--- src/rtl/keypad_scan_buffer_if.sv ---
// Keypad read port seen by the peripheral controller: a pop strobe plus the packed status/key word.
interface keypad_scan_buffer_if;
  logic        pop;
  logic [31:0] key_word;

  modport master (output pop, input key_word);
  modport slave  (input pop, output key_word);
endinterface

--- src/rtl/keypad_scan_buffer.sv ---
// 4x4 matrix keypad scanner with press/release debouncing and a key-event buffer.
// Define KEYPAD_FIFO_EN for a FIFO_DEPTH-entry event FIFO; the default build uses one holding register.
module keypad_scan_buffer #(
  parameter int SCAN_DIV         = 50000,
  parameter int DEBOUNCE_SAMPLES = 10,
  parameter int FIFO_DEPTH       = 4
) (
  input  logic                       clk,
  input  logic                       reset,
  input  logic [3:0]                 rows,
  output logic [3:0]                 cols,
  keypad_scan_buffer_if.slave        bus
);

  localparam int DIV_W = $clog2(SCAN_DIV);
  localparam int CNT_W = $clog2(DEBOUNCE_SAMPLES + 1);

  localparam logic [1:0] ST_SCAN     = 2'd0;
  localparam logic [1:0] ST_PRESS_DB = 2'd1;
  localparam logic [1:0] ST_HELD     = 2'd2;
  localparam logic [1:0] ST_REL_DB   = 2'd3;

  if (SCAN_DIV < 2 || DEBOUNCE_SAMPLES < 1 || FIFO_DEPTH < 2 || FIFO_DEPTH > 8 ||
      (FIFO_DEPTH & (FIFO_DEPTH - 1)) != 0) begin : g_bad_params
    $error("keypad_scan_buffer: illegal parameter value");
  end

  logic [3:0]       sync1_q, sync1_d, sync2_q, sync2_d;
  logic [DIV_W-1:0] div_q, div_d;
  logic [1:0]       state_q, state_d;
  logic [1:0]       col_q, col_d;
  logic [3:0]       latch_q, latch_d;
  logic [CNT_W-1:0] cnt_q, cnt_d, cnt_inc;
  logic             tick;
  logic             push;
  logic [3:0]       push_code;

  logic             buf_valid;
  logic             buf_ovf;
  logic [3:0]       buf_count;
  logic [3:0]       buf_code;

  // Lowest-numbered low row wins when several keys in a column are down.
  function automatic logic [1:0] row_index(input logic [3:0] r);
    if (!r[0])      return 2'd0;
    else if (!r[1]) return 2'd1;
    else if (!r[2]) return 2'd2;
    else            return 2'd3;
  endfunction

  assign tick      = (div_q == DIV_W'(SCAN_DIV - 1));
  assign cnt_inc   = cnt_q + 1'b1;
  assign push_code = {row_index(sync2_q), col_q};
  assign cols      = ~(4'b0001 << col_q);

  always_comb begin
    sync1_d = rows;
    sync2_d = sync1_q;
    div_d   = tick ? '0 : div_q + 1'b1;
    state_d = state_q;
    col_d   = col_q;
    latch_d = latch_q;
    cnt_d   = cnt_q;
    push    = 1'b0;
    if (tick) begin
      case (state_q)
        ST_SCAN: begin
          if (sync2_q == 4'hF) begin
            col_d = col_q + 2'd1;
          end else begin
            latch_d = sync2_q;
            cnt_d   = CNT_W'(1);
            if (DEBOUNCE_SAMPLES == 1) begin
              push    = 1'b1;
              state_d = ST_HELD;
            end else begin
              state_d = ST_PRESS_DB;
            end
          end
        end
        ST_PRESS_DB: begin
          if (sync2_q == latch_q) begin
            cnt_d = cnt_inc;
            if (cnt_inc == CNT_W'(DEBOUNCE_SAMPLES)) begin
              push    = 1'b1;
              state_d = ST_HELD;
            end
          end else if (sync2_q == 4'hF) begin
            state_d = ST_SCAN;
          end else begin
            latch_d = sync2_q;
            cnt_d   = CNT_W'(1);
          end
        end
        ST_HELD: begin
          if (sync2_q == 4'hF) begin
            cnt_d = CNT_W'(1);
            if (DEBOUNCE_SAMPLES == 1) begin
              state_d = ST_SCAN;
              col_d   = col_q + 2'd1;
            end else begin
              state_d = ST_REL_DB;
            end
          end
        end
        ST_REL_DB: begin
          if (sync2_q == 4'hF) begin
            cnt_d = cnt_inc;
            if (cnt_inc == CNT_W'(DEBOUNCE_SAMPLES)) begin
              state_d = ST_SCAN;
              col_d   = col_q + 2'd1;
            end
          end else begin
            state_d = ST_HELD;
          end
        end
        default: state_d = ST_SCAN;
      endcase
    end
  end

  always_ff @(posedge clk) begin
    if (!reset) begin
      sync1_q <= 4'hF;
      sync2_q <= 4'hF;
      div_q   <= '0;
      state_q <= ST_SCAN;
      col_q   <= 2'd0;
      latch_q <= 4'hF;
      cnt_q   <= '0;
    end else begin
      sync1_q <= sync1_d;
      sync2_q <= sync2_d;
      div_q   <= div_d;
      state_q <= state_d;
      col_q   <= col_d;
      latch_q <= latch_d;
      cnt_q   <= cnt_d;
    end
  end

`ifdef KEYPAD_FIFO_EN
  localparam int PTR_W = $clog2(FIFO_DEPTH);

  logic [3:0]       fifo_q [FIFO_DEPTH];
  logic [3:0]       fifo_d [FIFO_DEPTH];
  logic [PTR_W-1:0] rd_q, rd_d, wr_q, wr_d;
  logic [3:0]       count_q, count_d;
  logic             ovf_q, ovf_d;
  logic             do_pop;

  // Pop is applied before push, so a full FIFO still accepts a push in a pop cycle.
  always_comb begin
    fifo_d  = fifo_q;
    rd_d    = rd_q;
    wr_d    = wr_q;
    count_d = count_q;
    ovf_d   = ovf_q;
    do_pop  = bus.pop && (count_q != 4'd0);
    if (do_pop) rd_d = rd_q + 1'b1;
    if (push && (do_pop || count_q != 4'(FIFO_DEPTH))) begin
      fifo_d[wr_q] = push_code;
      wr_d         = wr_q + 1'b1;
    end else if (push) begin
      ovf_d = 1'b1;
    end
    if (do_pop && !push) begin
      count_d = count_q - 4'd1;
      if (count_q == 4'd1) ovf_d = 1'b0;
    end else if (push && !do_pop && count_q != 4'(FIFO_DEPTH)) begin
      count_d = count_q + 4'd1;
    end
  end

  always_ff @(posedge clk) begin
    if (!reset) begin
      for (int i = 0; i < FIFO_DEPTH; i++) fifo_q[i] <= '0;
      rd_q    <= '0;
      wr_q    <= '0;
      count_q <= '0;
      ovf_q   <= 1'b0;
    end else begin
      fifo_q  <= fifo_d;
      rd_q    <= rd_d;
      wr_q    <= wr_d;
      count_q <= count_d;
      ovf_q   <= ovf_d;
    end
  end

  assign buf_valid = (count_q != 4'd0);
  assign buf_ovf   = ovf_q;
  assign buf_count = count_q;
  assign buf_code  = fifo_q[rd_q];
`else
  logic [3:0] code_q, code_d;
  logic       valid_q, valid_d;
  logic       ovf_q, ovf_d;

  // A push into an occupied register overwrites it; only a push without a pop flags overflow.
  always_comb begin
    code_d  = code_q;
    valid_d = valid_q;
    ovf_d   = ovf_q;
    if (push) begin
      code_d  = push_code;
      valid_d = 1'b1;
      ovf_d   = valid_q && !bus.pop;
    end else if (bus.pop && valid_q) begin
      valid_d = 1'b0;
      ovf_d   = 1'b0;
    end
  end

  always_ff @(posedge clk) begin
    if (!reset) begin
      code_q  <= '0;
      valid_q <= 1'b0;
      ovf_q   <= 1'b0;
    end else begin
      code_q  <= code_d;
      valid_q <= valid_d;
      ovf_q   <= ovf_d;
    end
  end

  assign buf_valid = valid_q;
  assign buf_ovf   = ovf_q;
  assign buf_count = {3'd0, valid_q};
  assign buf_code  = code_q;
`endif

  assign bus.key_word = {buf_valid, buf_ovf, 22'd0, buf_count, buf_valid ? buf_code : 4'd0};

endmodule

--- src/flat_wrapper.sv ---
// flat-port wrapper written by rule: the top's interface ports become plain ports
module keypad_scan_buffer_flat 
#(
  parameter int SCAN_DIV         = 50000,
  parameter int DEBOUNCE_SAMPLES = 10,
  parameter int FIFO_DEPTH       = 4
)
  (clk, reset, rows, cols, bus_pop, bus_key_word);
  keypad_scan_buffer_if bus_i ();
  input  logic clk;
  input  logic reset;
  input  logic [3:0] rows;
  output logic [3:0] cols;
  input wire logic [$bits(bus_i.pop)-1:0] bus_pop;
  output wire logic [$bits(bus_i.key_word)-1:0] bus_key_word;
  assign bus_i.pop = bus_pop;
  assign bus_key_word = bus_i.key_word;
  keypad_scan_buffer #(.SCAN_DIV(SCAN_DIV), .DEBOUNCE_SAMPLES(DEBOUNCE_SAMPLES), .FIFO_DEPTH(FIFO_DEPTH)) u_core (.clk(clk), .reset(reset), .rows(rows), .cols(cols), .bus(bus_i));
endmodule
--- config.mk ---
export PLATFORM = sky130hd
export DESIGN_NAME = keypad_scan_buffer_flat
export DESIGN_NICKNAME = d
export VERILOG_FILES = /design/src/rtl/keypad_scan_buffer_if.sv /design/src/rtl/keypad_scan_buffer.sv /design/src/flat_wrapper.sv
export SDC_FILE = /design/constraint.sdc
export NUM_CORES = 1
export LEC_CHECK = 0
export CAP_MARGIN = 10
export CORE_AREA = 2 2 77 71
export DETAILED_ROUTE_END_ITERATION = 8
export DIE_AREA = 0 0 79 73
export GPL_TIMING_DRIVEN = 0
export MAX_ROUTING_LAYER = met4
export PLACE_DENSITY = 0.72
export SLEW_MARGIN = 0
export SYNTH_ARGS = -nofsm -noshare
export SYNTH_HDL_FRONTEND = slang
export SYNTH_SLANG_ARGS = --single-unit
--- constraint.sdc ---
create_clock -name clk -period 1.8 [get_ports clk]
set_input_delay 0.27 -clock clk [delete_from_list [all_inputs] [get_ports clk]]
set_output_delay 0.27 -clock clk [all_outputs]
set_load 0.05 [all_outputs]
# --- Word-level counts from Yosys, hierarchy flattened ---
# Cells that the tools add are included.
totals:
  reg_bits: 42
op_classes:
  addsub: 3
  n_eq_ne: 16
  shifts: 1
  muxes: 31
  n_bitwise: 2
  n_reduce_logical: 12
ops:
  columns: ["operator", "n"]
  rows:
  - ["$mux W4", 7]
  - ["$mux W2", 12]
  - ["$add A16 B1 Y16 const B", 1]
  - ["$eq A16 B16 Y1 const B", 1]
  - ["$pmux W4 S4", 1]
  - ["$eq A4 B4 Y1 const B", 2]
  - ["$mux W1", 8]
  - ["$ne A2 B1 Y1 const B", 4]
  - ["$pmux W2 S4", 1]
  - ["$pmux W4 S2", 1]
  - ["$ne A3 B3 Y1 const B", 2]
  - ["$reduce_and A3 Y1", 2]
  - ["$reduce_and A6 Y1", 1]
  - ["$reduce_bool A2 Y1", 3]
  - ["$reduce_and A5 Y1", 1]
  - ["$add A4 B1 Y4 const B", 1]
  - ["$eq A2 B2 Y1 const B", 2]
  - ["$eq A4 B4 Y1", 1]
  - ["$ne A2 B2 Y1 const B", 2]
  - ["$not A4 Y4", 1]
  - ["$pmux W2 S2", 1]
  - ["$shl A1 B2 Y4 const A", 1]
  - ["$ne A3 B1 Y1 const B", 1]
  - ["$add A2 B1 Y2 const B", 1]
  - ["other kinds (6)", 7]

# --- Longest topological paths before layout ---
# Gate-level depths: netlist of the first run.
depth:
  word_depth: 7
  mapped_depth: 7
  ltp_nobuf: 7

# --- Least setup slack after synthesis of the first run ---
# OpenSTA, ideal clock, no wires.
synth_path:
  path_kind: "register to register"
  startpoint: "register u_core.cnt_q[0]"
  endpoint: "register u_core.code_q[0], in the netlist u_core.buf_code[0]"
  arrival_time_ns: 1.740
  setup_slack_ns: -0.012
  stages_incl_launch_ff: 6
  synth_period_minus_slack_ns: 1.812
  path_cell_list: "dfxtp_1 -> ha_1 -> nor4bb_1 -> nor2_1 -> nor4_4 -> mux2i_1"
synth_via:
  elab_chain_len: 6
synth_lines:
  columns: ["element", "line", "text"]
  rows:
  - ["start, declared", "keypad_scan_buffer.sv:33", "logic [CNT_W-1:0] cnt_q, cnt_d, cnt_inc;"]
  - ["start signal, assigned", "keypad_scan_buffer.sv:138", "cnt_q <= cnt_d;"]
  - ["$add A4 B1 Y4", "keypad_scan_buffer.sv:52", "assign cnt_inc = cnt_q + 1'b1;"]
  - ["$eq A4 B4 Y1", "keypad_scan_buffer.sv:84", "if (cnt_inc == CNT_W'(DEBOUNCE_SAMPLES)) begin"]
  - ["$mux W1", "keypad_scan_buffer.sv:84", null]
  - ["$mux W1", "keypad_scan_buffer.sv:82", "if (sync2_q == latch_q) begin"]
  - ["$mux W1", "keypad_scan_buffer.sv:66", "case (state_q)"]
  - ["$mux W1", "keypad_scan_buffer.sv:65", "if (tick) begin"]
  - ["end signal, assigned", "keypad_scan_buffer.sv:221", "code_q <= code_d;"]
  - ["end, declared", "keypad_scan_buffer.sv:196", "logic [3:0] code_q, code_d;"]
# No other way between the ends.
# A chain may end at the register's enable or synchronous reset.

# --- Final worst setup path of the first run ---
layout_path:
  startpoint: "register u_core.cnt_q[1]"
  endpoint: "register u_core.state_q[0]"
layout_via:
  elab_chain_len: 4
  word_cells_on_any_way: 5
  cone_classes: "add/sub (1); eq/ne (3); reduce/logical (1)"
layout_lines:
  columns: ["element", "line", "text"]
  rows:
  - ["$add A4 B1 Y4 *", "keypad_scan_buffer.sv:52", null]
  - ["$eq A4 B4 Y1 *", "keypad_scan_buffer.sv:84, keypad_scan_buffer.sv:109", null]
  - ["$ne A3 B3 Y1 (no line)", null, null]
  - ["$reduce_and A6 Y1 (no line) *", null, null]
  - ["end signal, assigned", "keypad_scan_buffer.sv:135", "state_q <= state_d;"]
  - ["end, declared", "keypad_scan_buffer.sv:30", "logic [1:0] state_q, state_d;"]
# Mark *: on every way between the ends. The rest lies on a longest branch, timed or not.

==> run summary, run 1 <==
status - finished, final reports clean
Max VDD drop - 436 uV
Final setup viols - 0
Crit. End Element - register
layout cells sized above 1 - 0.234
vias in the first global route - 1,547
Initial DRT Pass Iterations - 4
placed insts - 360
CTS Root Cell - clkbuf_8
Sequential Area - 853 sq um
worst-path fanout max - 6
GR Util All Layers - 0.152
Reg clk slew, reported paths - 80 ps
FMAX - 574 MHz
Yosys reg bits - 42
NumNets Final - 321
post-layout util - 0.552
top_reg_cell synth - dfxtp_1
Data required, critical path - 2030 ps
# IOs - 43
crit share post-route - 0.967
# diodes - 0
Routed Antenna Nets - 0
RePlAce Congestion - 0.810
largest net degree at the start of global routing - 15
P&R area growth vs syn - 26.1%
top cells by area, synth - dfxtp_1 38%, buf_4 9.5%, xor2_1 4.3%
Core ar. - 5070 sq um
Vias - 1,753
asr flop ratio synth - 0
# DRC - 0
Die W - 79 um
final instance area - 2800 sq um
worst skew pair latency - 300 ps
Post-synth EDFFs - 0
top-area cell type share of the netlist area - 0.379
Slew @ Worst Pin - 513 ps
DP Area - 2560 sq um
Setup crit start kind - register
CP max stage delay - 490 ps
DRT iter0 DRCs - 78
number of cells produced by synthesis - 252
Seq/Total Area, Yosys - 0.379
CP Class - reg2reg
max_cap viols - 0
post-synth top area cell - dfxtp_1
multi-input logic area - 1240 sq um
worst-path cell chain - inv_1 > ha_1 > nand3_1 > a21oi_2 > or2_2 > or4b_1 > o211ai_1
RSZ-0062 raised after global routing - true
CTS tree - built
Buf/Inv on CP - 1
arrival time at the worst endpoint - 1970 ps
clk sinks - 42
leakage power - 1.22 nW
relative slew slack - 0.658
hold_ws - 414 ps
H-tree depth - 2
Congestion Overflow GR - 0
synthesized area - 2220 sq um
initial antenna violation count - 0
initial core utilization - 0.438
YS warnings - 0
PortBufs - 17
Clock Path Buffers - 2
skew final - 6.26 ps
Die Y - 73 um
Vias/cell - 4.67
critical path's top delay family - simple AND/OR/NAND/NOR gates
Slew Viols, Final - 0
final hold vios - 0
minimum clock period - 1740 ps
row cnt - 25
synth unique cells - 47
syn_area_per_cell - 8.80 sq um
Num CTS Buffers - 5
most instantiated library cell after synthesis - dfxtp_1
DIE AREA - 5770 sq um
Routed WL - 3.97 mm
DP HPWL - 2.82 mm
# fillers - 469
Cell Pwr Density - 697 nW/um^2
slowest cell on the critical path - or4b_1
wire per inst - 10.6 um
Final Non-Filler Cells - 375
most frequent cells after synthesis - 42 x dfxtp_1, 28 x buf_4, 22 x nand2_1, 22 x nor2_1, 17 x nand3_1
first-pass GRT wire length - 6.71 mm
worst min path class - reg2reg
==> metal layers <==
metal,GRT usage,share of wire
met5,-,0
met4,0.0805,0.028
met3,0.0371,0.050
met2,0.240,0.44
met1,0.181,0.48
==> path summary, 6_finish.rpt <==
check / startpoint / end / slack (ps) / cells past startpoint
min reg2reg: u_core.sync1_q[2] / u_core.sync2_q[2] / 410 / 1
max: u_core.cnt_q[1] / u_core.state_q[0] / 60 / 7
max reg2reg: u_core.cnt_q[1] / u_core.state_q[0] / 60 / 7
min: u_core.sync1_q[2] / u_core.sync2_q[2] / 410 / 1
==> per-stage QoR <==
stage / setup TNS [ps] / total power [mW] / setup slack, ps
after floorplan: 0 / 1.18 / 31.7
after global placement: -5070 / 1.20 / -274
after detailed placement: -5410 / 1.21 / -331
after CTS: 0 / 1.96 / 0.00822
after global routing: -114 / 2.02 / -37.4
final: 0 / 1.95 / 58.6
==> layout make-up <==
cell class                      count  area share
Sequential cell                    42       0.305
Buffer                             35      0.0886
Clock inverter                      3      0.0161
Clock buffer                        5      0.0246
Timing Repair Buffer               25      0.0761
Tap cell                           67      0.0300
Inverter                           11      0.0148
Multi-Input combinational cell    187       0.444
==> cells by family (layout without fill, tap and decap cells) <==
group,after synthesis,in the layout,share of synthesized area
xor+xnor,17,17,0.0672
fa+ha+maj,7,7,0.0395
buf+inv,47,79,0.128
mux,6,6,0.0271
other cells,1,25,0.00169
flops,42,42,0.379
simple gates,105,105,0.267
compound gates,27,27,0.0903
==> repair_timing <==
action	CTS	global route
endpoints found under the setup margin	32	17
setup buffers	3	5
resized for setup	27	19
pin swaps	3	3
hold buffers	0	0
==> power by group <==
| part | leakage, nW | total [mW] | internal [mW] | switching, mW |
|---|---|---|---|---|
| Sequential | 0.342 | 0.954 | 0.940 | 0.0135 |
| Clock | 0.0504 | 0.751 | 0.412 | 0.339 |
| Combinational | 0.825 | 0.242 | 0.0784 | 0.164 |
| Total | 1.22 | 1.95 | 1.43 | 0.516 |
==> placed cells by master (no fill, tap or decap), types with 3 or more instances in the layout <==
master,count
dfxtp_1,36
buf_4,35
conb_1,25
nor2_1,22
nand2_1,21
nand3_1,17
inv_1,11
xor2_1,11
nand2b_1,9
clkbuf_2,7
mux2i_1,6
xnor2_1,6
clkdlybuf4s50_1,6
and2_1,5
ha_1,5
clkbuf_8,5
nand4_1,4
a21oi_1,4
o211ai_1,4
nor3_1,4
dfxtp_2,4
clkbuf_1,3
and4_1,3
o21ai_0,3
o211a_1,3
clkdlybuf4s15_1,3
dlygate4sd2_1,3
==> state kept, by name, indices dropped and copies added, names as in the netlist <==
register and cells:
u_core.col_q 2, u_core.sync1_q 4, u_core.latch_q 4, u_core.div_q 16
u_core.buf_code 4, u_core.cnt_q 4, u_core.buf_ovf 1, u_core.buf_valid 1
u_core.state_q 2, u_core.sync2_q 4
(Power assumes the default switching activity.)
==> run 2, diff against run 1 <==
--- a/config.mk
+++ b/config.mk
@@ -5,13 +5,14 @@
 export SDC_FILE = /design/constraint.sdc
 export NUM_CORES = 1
 export LEC_CHECK = 0
+export ABC_AREA = 1
 export CAP_MARGIN = 10
-export CORE_AREA = 2 2 77 71
+export CORE_AREA = 2 2 78 73
 export DETAILED_ROUTE_END_ITERATION = 8
-export DIE_AREA = 0 0 79 73
+export DIE_AREA = 0 0 80 75
 export GPL_TIMING_DRIVEN = 0
 export MAX_ROUTING_LAYER = met4
-export PLACE_DENSITY = 0.72
+export PLACE_DENSITY = 0.74
 export SLEW_MARGIN = 0
 export SYNTH_ARGS = -nofsm -noshare
 export SYNTH_HDL_FRONTEND = slang
==> run 2 against run 1 <==
Effect of this change:
- worst setup slack improved by 39 ps
- flip-flop and latch count unchanged
- maximum frequency is 2.3% higher
- largest cell class unchanged
- highest routed layer unchanged
- via count grew 19%
- global-route usage is 0.80 points higher
==> run summary, run 2 <==
most common cell after layout, fill and taps aside - nand2_1
CP Class - reg2reg
net switching fraction of the power - 0.258 (-0.00635)
Post-synth EDFFs - 0 (unchanged)
worst skew pair latency - 290 ps (about the same)
Setup crit start kind - register
leakage power - 1.42 nW (+17%)
clk sinks - 42 (unchanged)
worst-path fanout max - 6 (unchanged)
top-area cell type share of the netlist area - 0.347 (-0.0325)
# IOs - 43 (unchanged)
layout cells sized above 1 - 0.264 (+0.0302)
Worst R2R Start - u_core.cnt_q[0]
CTS tree - built
row cnt - 25 (unchanged)
Core ar. - 5130 sq um (+1.2%)
capture point of the worst reg-to-reg path - u_core.buf_code[1]
number of cells produced by synthesis - 338 (+34%)
most instantiated library cell after synthesis - nand2_1
Congestion Overflow GR - 0 (unchanged)
H-tree depth - 2 (unchanged)
top_reg_cell synth - dfxtp_1
Vias - 2,086 (+19%)
wire per inst - 9.52 um (-10%)
combinational power share - 0.128 (+0.004)
Die W - 80 um (+1.3%)
Slew Viols, Final - 0 (unchanged)
Die Y - 75 um (+2.7%)
# diodes - 0 (unchanged)
initial core utilization - 0.473 (+0.0352)
Final setup viols - 0 (unchanged)
skew final - 4.41 ps (-1.85 ps)
most frequent cells after synthesis - 74 x nand2_1, 47 x inv_1, 42 x dfxtp_1
Flop pwr share - 0.504 (+0.014)
DRT iter0 DRCs - 86 (+10%)
FMAX - 587 MHz (+2.3%)
crit share post-route - 0.946 (-0.0214)
RePlAce Congestion - 0.851 (+5.1%)
hold_ws - 416 ps (+1.82 ps)
post-synth top area cell - dfxtp_1
Initial DRT Pass Iterations - 4 (unchanged)
Internal - 1.40 mW (-1.9%)
top cells by area, synth - dfxtp_1 35%, nand2_1 11%, buf_4 9.0%
clock power share - 0.367 (-0.019)
synth unique cells - 34 (-28%)
YS warnings - 0 (unchanged)
first-pass GRT wire length - 7.38 mm (+10%)
Seq/Total Area, Yosys - 0.347 (-0.0325)
min setup slack post-route - 97.1 ps (+38.5 ps)
Crit. End Element - register
Sw Pwr - 490 uW (-5.0%)
Routed WL - 4.39 mm (+11%)
Post-Place Worst Slack - 16.2 ps (+347 ps)
minimum clock period - 1700 ps (-38.5 ps)
DIE AREA - 6000 sq um (+4.0%)
Max VDD drop - 561 uV (+29%)
PortBufs - 17 (unchanged)
status - finished, final reports clean
worst min path class - reg2reg
r2r worst-path depth - 11 (+4)
beginning of the critical path - u_core.cnt_q[0]
final setup TNS - 0 ps (unchanged)
# DRC - 0 (unchanged)
vias in the first global route - 1,768 (+14%)
arrival time at the worst endpoint - 1890 ps (-80 ps)
Cell Pwr Density - 649 nW/um^2 (-6.8%)
Vias/cell - 4.52 (-3.2%)
Top reg by flops - u_core.div_q
Yosys reg bits - 42 (unchanged)
initial antenna violation count - 0 (unchanged)
relative slew slack - 0.665 (+0.00755)
Critical Path Sink - u_core.buf_code[1]
commonest cells after routing, fill and taps aside - 73 x nand2_1, 47 x inv_1, 36 x buf_4
syn_area_per_cell - 7.17 sq um (-18%)
Data required, critical path - 1980 ps (-50 ps)
asr flop ratio synth - 0 (unchanged)
DP HPWL - 3.23 mm (+15%)
GR Util All Layers - 0.160 (+0.00799)
largest net degree at the start of global routing - 13 (-2)
synthesized area - 2420 sq um (+9.4%)
Routed Antenna Nets - 0 (unchanged)
final hold vios - 0 (unchanged)
r2r setup slk - 100 ps (+40 ps)
Clock Path Buffers - 2 (unchanged)
P&R area growth vs syn - 20.3%
Largest register FFs - 16 (unchanged)
max_cap viols - 0 (unchanged)
NumNets Final - 407 (+27%)
Num CTS Buffers - 5 (unchanged)
Reg clk slew, reported paths - 80 ps (about the same)
CTS Root Cell - clkbuf_8
Slew @ Worst Pin - 501 ps (-11.3 ps)
-- run 2: critical path: stages, from the launching register on --
cell and delay (ps):
dfxtp_2 390, ha_1 180, inv_1 40, nand2_1 40
nand2_1 70, nor2_1 100, nand2_1 140, nor3_4 240
buf_6 140, buf_4 110, buf_4 100, a21oi_2 40
-- run 2: logic make-up after synthesis --
group | synth area share
flops | 0.347
compound gates | 0.0841
simple gates | 0.336
buf+inv | 0.184
other cells | 0.00155
xor+xnor | 0.0108
fa+ha+maj | 0.0361
-- run 2: per-stage QoR --
stage	util	total power, mW	std cells	instance area, sq um
after floorplan	-	1.19	362	2510
after global placement	0.540	1.21	446	2770
after detailed placement	0.540	1.22	446	2770
after CTS	0.560	1.91	454	2870
after global routing	0.569	1.98	461	2920
final	0.569	1.89	461	2920
-- run 2: per-layer routing --
| layer | vias up | wire (um) | share of wire | global-route usage |
|---|---|---|---|---|
| met3 | 5 | 192 | 0.044 | 0.0360 |
| li1 | 1117 | - | - | - |
| met4 | 0 | 58 | 0.013 | 0.0603 |
| met2 | 43 | 1970 | 0.45 | 0.249 |
| met5 | - | 0 | 0 | - |
| met1 | 921 | 2170 | 0.49 | 0.206 |
-- run 2: how the worst min path moves through the flow --
stage                            startpoint           endpoint  slack [ps]  cells past startpoint
final                     u_core.sync1_q[0]  u_core.sync2_q[0]         420                      1
after global routing      u_core.sync1_q[0]  u_core.sync2_q[0]         430                      1
after CTS                 u_core.sync1_q[0]  u_core.sync2_q[0]         420                      1
after detailed placement  u_core.sync1_q[0]  u_core.sync2_q[0]         400                      1
after global placement    u_core.sync1_q[1]  u_core.sync2_q[1]         400                      1
after floorplan                     rows[0]  u_core.sync1_q[0]         380                      1
-- run 2: repair_timing --
action | 4_1_cts | 5_1_grt
pin swaps | 0 | 3
setup endpoints to repair | 10 | 33
hold buffers | 0 | 0
setup buffers | 0 | 7
resized for setup | 14 | 27
-- run 2: area by class of cell --
| cell class | count | area [sq um] |
|---|---|---|
| fillers | 508 | 2210 |
| multi-input cells | 233 | 1230 |
| flip-flops and latches | 42 | 852 |
| plain buffers | 34 | 248 |
| inverters | 53 | 199 |
| repair buffers | 24 | 191 |
| clock buffers | 8 | 110 |
| well taps | 67 | 83.8 |
-- run 2: power by group through the flow --
| stage | sequential [mW] | clock (mW) | combinational [mW] |
|---|---|---|---|
| 5_1_grt | 0.958 | 0.758 | 0.262 |
| 6_report | 0.955 | 0.696 | 0.243 |
| 3_5_place_dp | 0.976 | 0 | 0.240 |
| 3_3_place_gp | 0.976 | 0 | 0.239 |
| 4_1_cts | 0.954 | 0.720 | 0.240 |
| 2_1_floorplan | 0.974 | 0 | 0.213 |
==> run 3, diff against run 2 <==
--- a/config.mk
+++ b/config.mk
@@ -10,7 +10,7 @@
 export CORE_AREA = 2 2 78 73
 export DETAILED_ROUTE_END_ITERATION = 8
 export DIE_AREA = 0 0 80 75
-export GPL_TIMING_DRIVEN = 0
+export GPL_TIMING_DRIVEN = 1
 export MAX_ROUTING_LAYER = met4
 export PLACE_DENSITY = 0.74
 export SLEW_MARGIN = 0
==> run 3 against run 2 <==
Effect of this change:
- total power is 0.52% lower
- maximum frequency is 0.64% lower
- utilization is 4.2 points lower
- flip-flop and latch count stayed put
- clock power is 4.7% higher
- clock skew is 3.8 ps higher
- cell count is 7.8% lower
- first-iteration DRC count is 12% higher
- die area stayed put
- clock-buffer cell count is 3 lower
- critical endpoint is now bus_key_word[30]
- largest power group unchanged
==> run summary, run 3 (synthesis results as in run 2) <==
Slew Viols, Final - 0 (unchanged)
leakage power - 1.24 nW (-13%)
max_cap viols - 0 (unchanged)
Initial DRT Pass Iterations - 5 (+1)
Top reg by flops - u_core.div_q
Cell Pwr Density - 698 nW/um^2 (+7.5%)
Num CTS Buffers - 5 (unchanged)
Routed WL - 4.26 mm (-2.9%)
Final Non-Filler Cells - 425 (-7.8%)
Post-Place Worst Slack - 104 ps (+87.7 ps)
DP Area - 2580 sq um (-6.7%)
Max VDD drop - 483 uV (-14%)
placed insts - 417 (-6.5%)
Final setup viols - 0 (unchanged)
final hold vios - 0 (unchanged)
Die W - 80 um (unchanged)
CTS tree - built
Clock Path Buffers - 2 (unchanged)
arrival time at the worst endpoint - 1440 ps (-450 ps)
Worst path depth - 1 (-10)
clk sinks - 42 (unchanged)
NumNets Final - 371 (-8.8%)
r2r worst-path depth - 8 (-3)
skew final - 8.20 ps (+3.80 ps)
CP max stage delay - 800 ps (+410 ps)
worst-path cell chain - clkdlybuf4s50_1
hold depth - 1 (unchanged)
initial antenna violation count - 0 (unchanged)
DRT iter0 DRCs - 96 (+12%)
most common cell after layout, fill and taps aside - nand2_1
DIE AREA - 6000 sq um (unchanged)
commonest cells after routing, fill and taps aside - 73 x nand2_1, 47 x inv_1, 40 x dfxtp_1
RePlAce Congestion - 0.869 (+2.1%)
Congestion Overflow GR - 0 (unchanged)
minimum clock period - 1710 ps (+11.0 ps)
final instance area - 2700 sq um (-7.4%)
row cnt - 25 (unchanged)
# IOs - 43 (unchanged)
Buf/Inv on CP - 1 (-3)
H-tree depth - 2 (unchanged)
CTS Root Cell - clkbuf_8
slowest cell on the critical path - clkdlybuf4s50_1
worst min path class - reg2reg
worst skew pair latency - 300 ps (about the same)
hold_ws - 420 ps (+3.76 ps)
Vias/cell - 4.71 (+4.2%)
CP Class - reg2out
post-layout util - 0.526 (-0.0422)
FMAX - 583 MHz (-0.64%)
Setup crit start kind - register
P&R area growth vs syn - 11.4%
final setup TNS - 0 ps (unchanged)
Routed Antenna Nets - 0 (unchanged)
wire per inst - 10.0 um (+5.3%)
# DRC - 0 (unchanged)
largest net degree at the start of global routing - 17 (+4)
layout cells sized above 1 - 0.182 (-0.0824)
# diodes - 0 (unchanged)
initial core utilization - 0.473 (unchanged)
Reg clk slew, reported paths - 80 ps (about the same)
GR Util All Layers - 0.160 (about the same)
Vias - 2,003 (-4.0%)
first-pass GRT wire length - 7.28 mm (-1.4%)
RSZ-0062 raised after global routing - false
PortBufs - 17 (unchanged)
Tot Pwr - 1.88 mW (-0.52%)
Die Y - 75 um (unchanged)
crit share post-route - 0.952 (+0.00613)
post-CTS setup buffer count - 0 (unchanged)
Core ar. - 5130 sq um (unchanged)
worst-path fanout max - 2 (-4)
DP HPWL - 3.19 mm (-1.3%)
Data required, critical path - 1530 ps (-450 ps)
critical path's top delay family - buffers and inverters
Largest register FFs - 16 (unchanged)
min setup slack post-route - 86.1 ps (-11.0 ps)
status - finished, final reports clean
Crit. End Element - primary output
vias in the first global route - 1,704 (-3.6%)
-- run 3: area by class of cell --
class	instances	area, sq um
Fill cell	478	2430
Inverter	53	199
Tap cell	67	83.8
Clock inverter	3	40.0
Multi-Input combinational cell	233	1230
Clock buffer	5	68.8
Sequential cell	42	843
Timing Repair Buffer	22	233
-- run 3: report_power, final --
part	leakage, nW	total, mW	internal (mW)	switching [mW]
Combinational	0.844	0.202	0.0385	0.163
Clock	0.0579	0.729	0.408	0.321
Sequential	0.342	0.953	0.942	0.0111
-- run 3: routing by layer --
| layer | track usage | share of wire |
|---|---|---|
| met3 | 0.0360 | 0.050 |
| met1 | 0.207 | 0.48 |
| met2 | 0.240 | 0.44 |
| met5 | - | 0 |
| met4 | 0.0734 | 0.022 |
-- run 3: final timing paths --
| check | startpoint | end | slack [ps] |
|---|---|---|---|
| setup / recovery | u_core.buf_ovf | bus_key_word[30] | 90 |
| hold / removal | u_core.sync1_q[3] | u_core.sync2_q[3] | 420 |
| setup reg to reg | u_core.div_q[1] | u_core.col_q[1] | 120 |
| hold reg to reg | u_core.sync1_q[3] | u_core.sync2_q[3] | 420 |
-- run 3: repair_timing --
action	CTS	global route
resized for setup	0	5
setup endpoints to repair	0	8
hold buffers	0	0
hold endpoints to repair	0	0
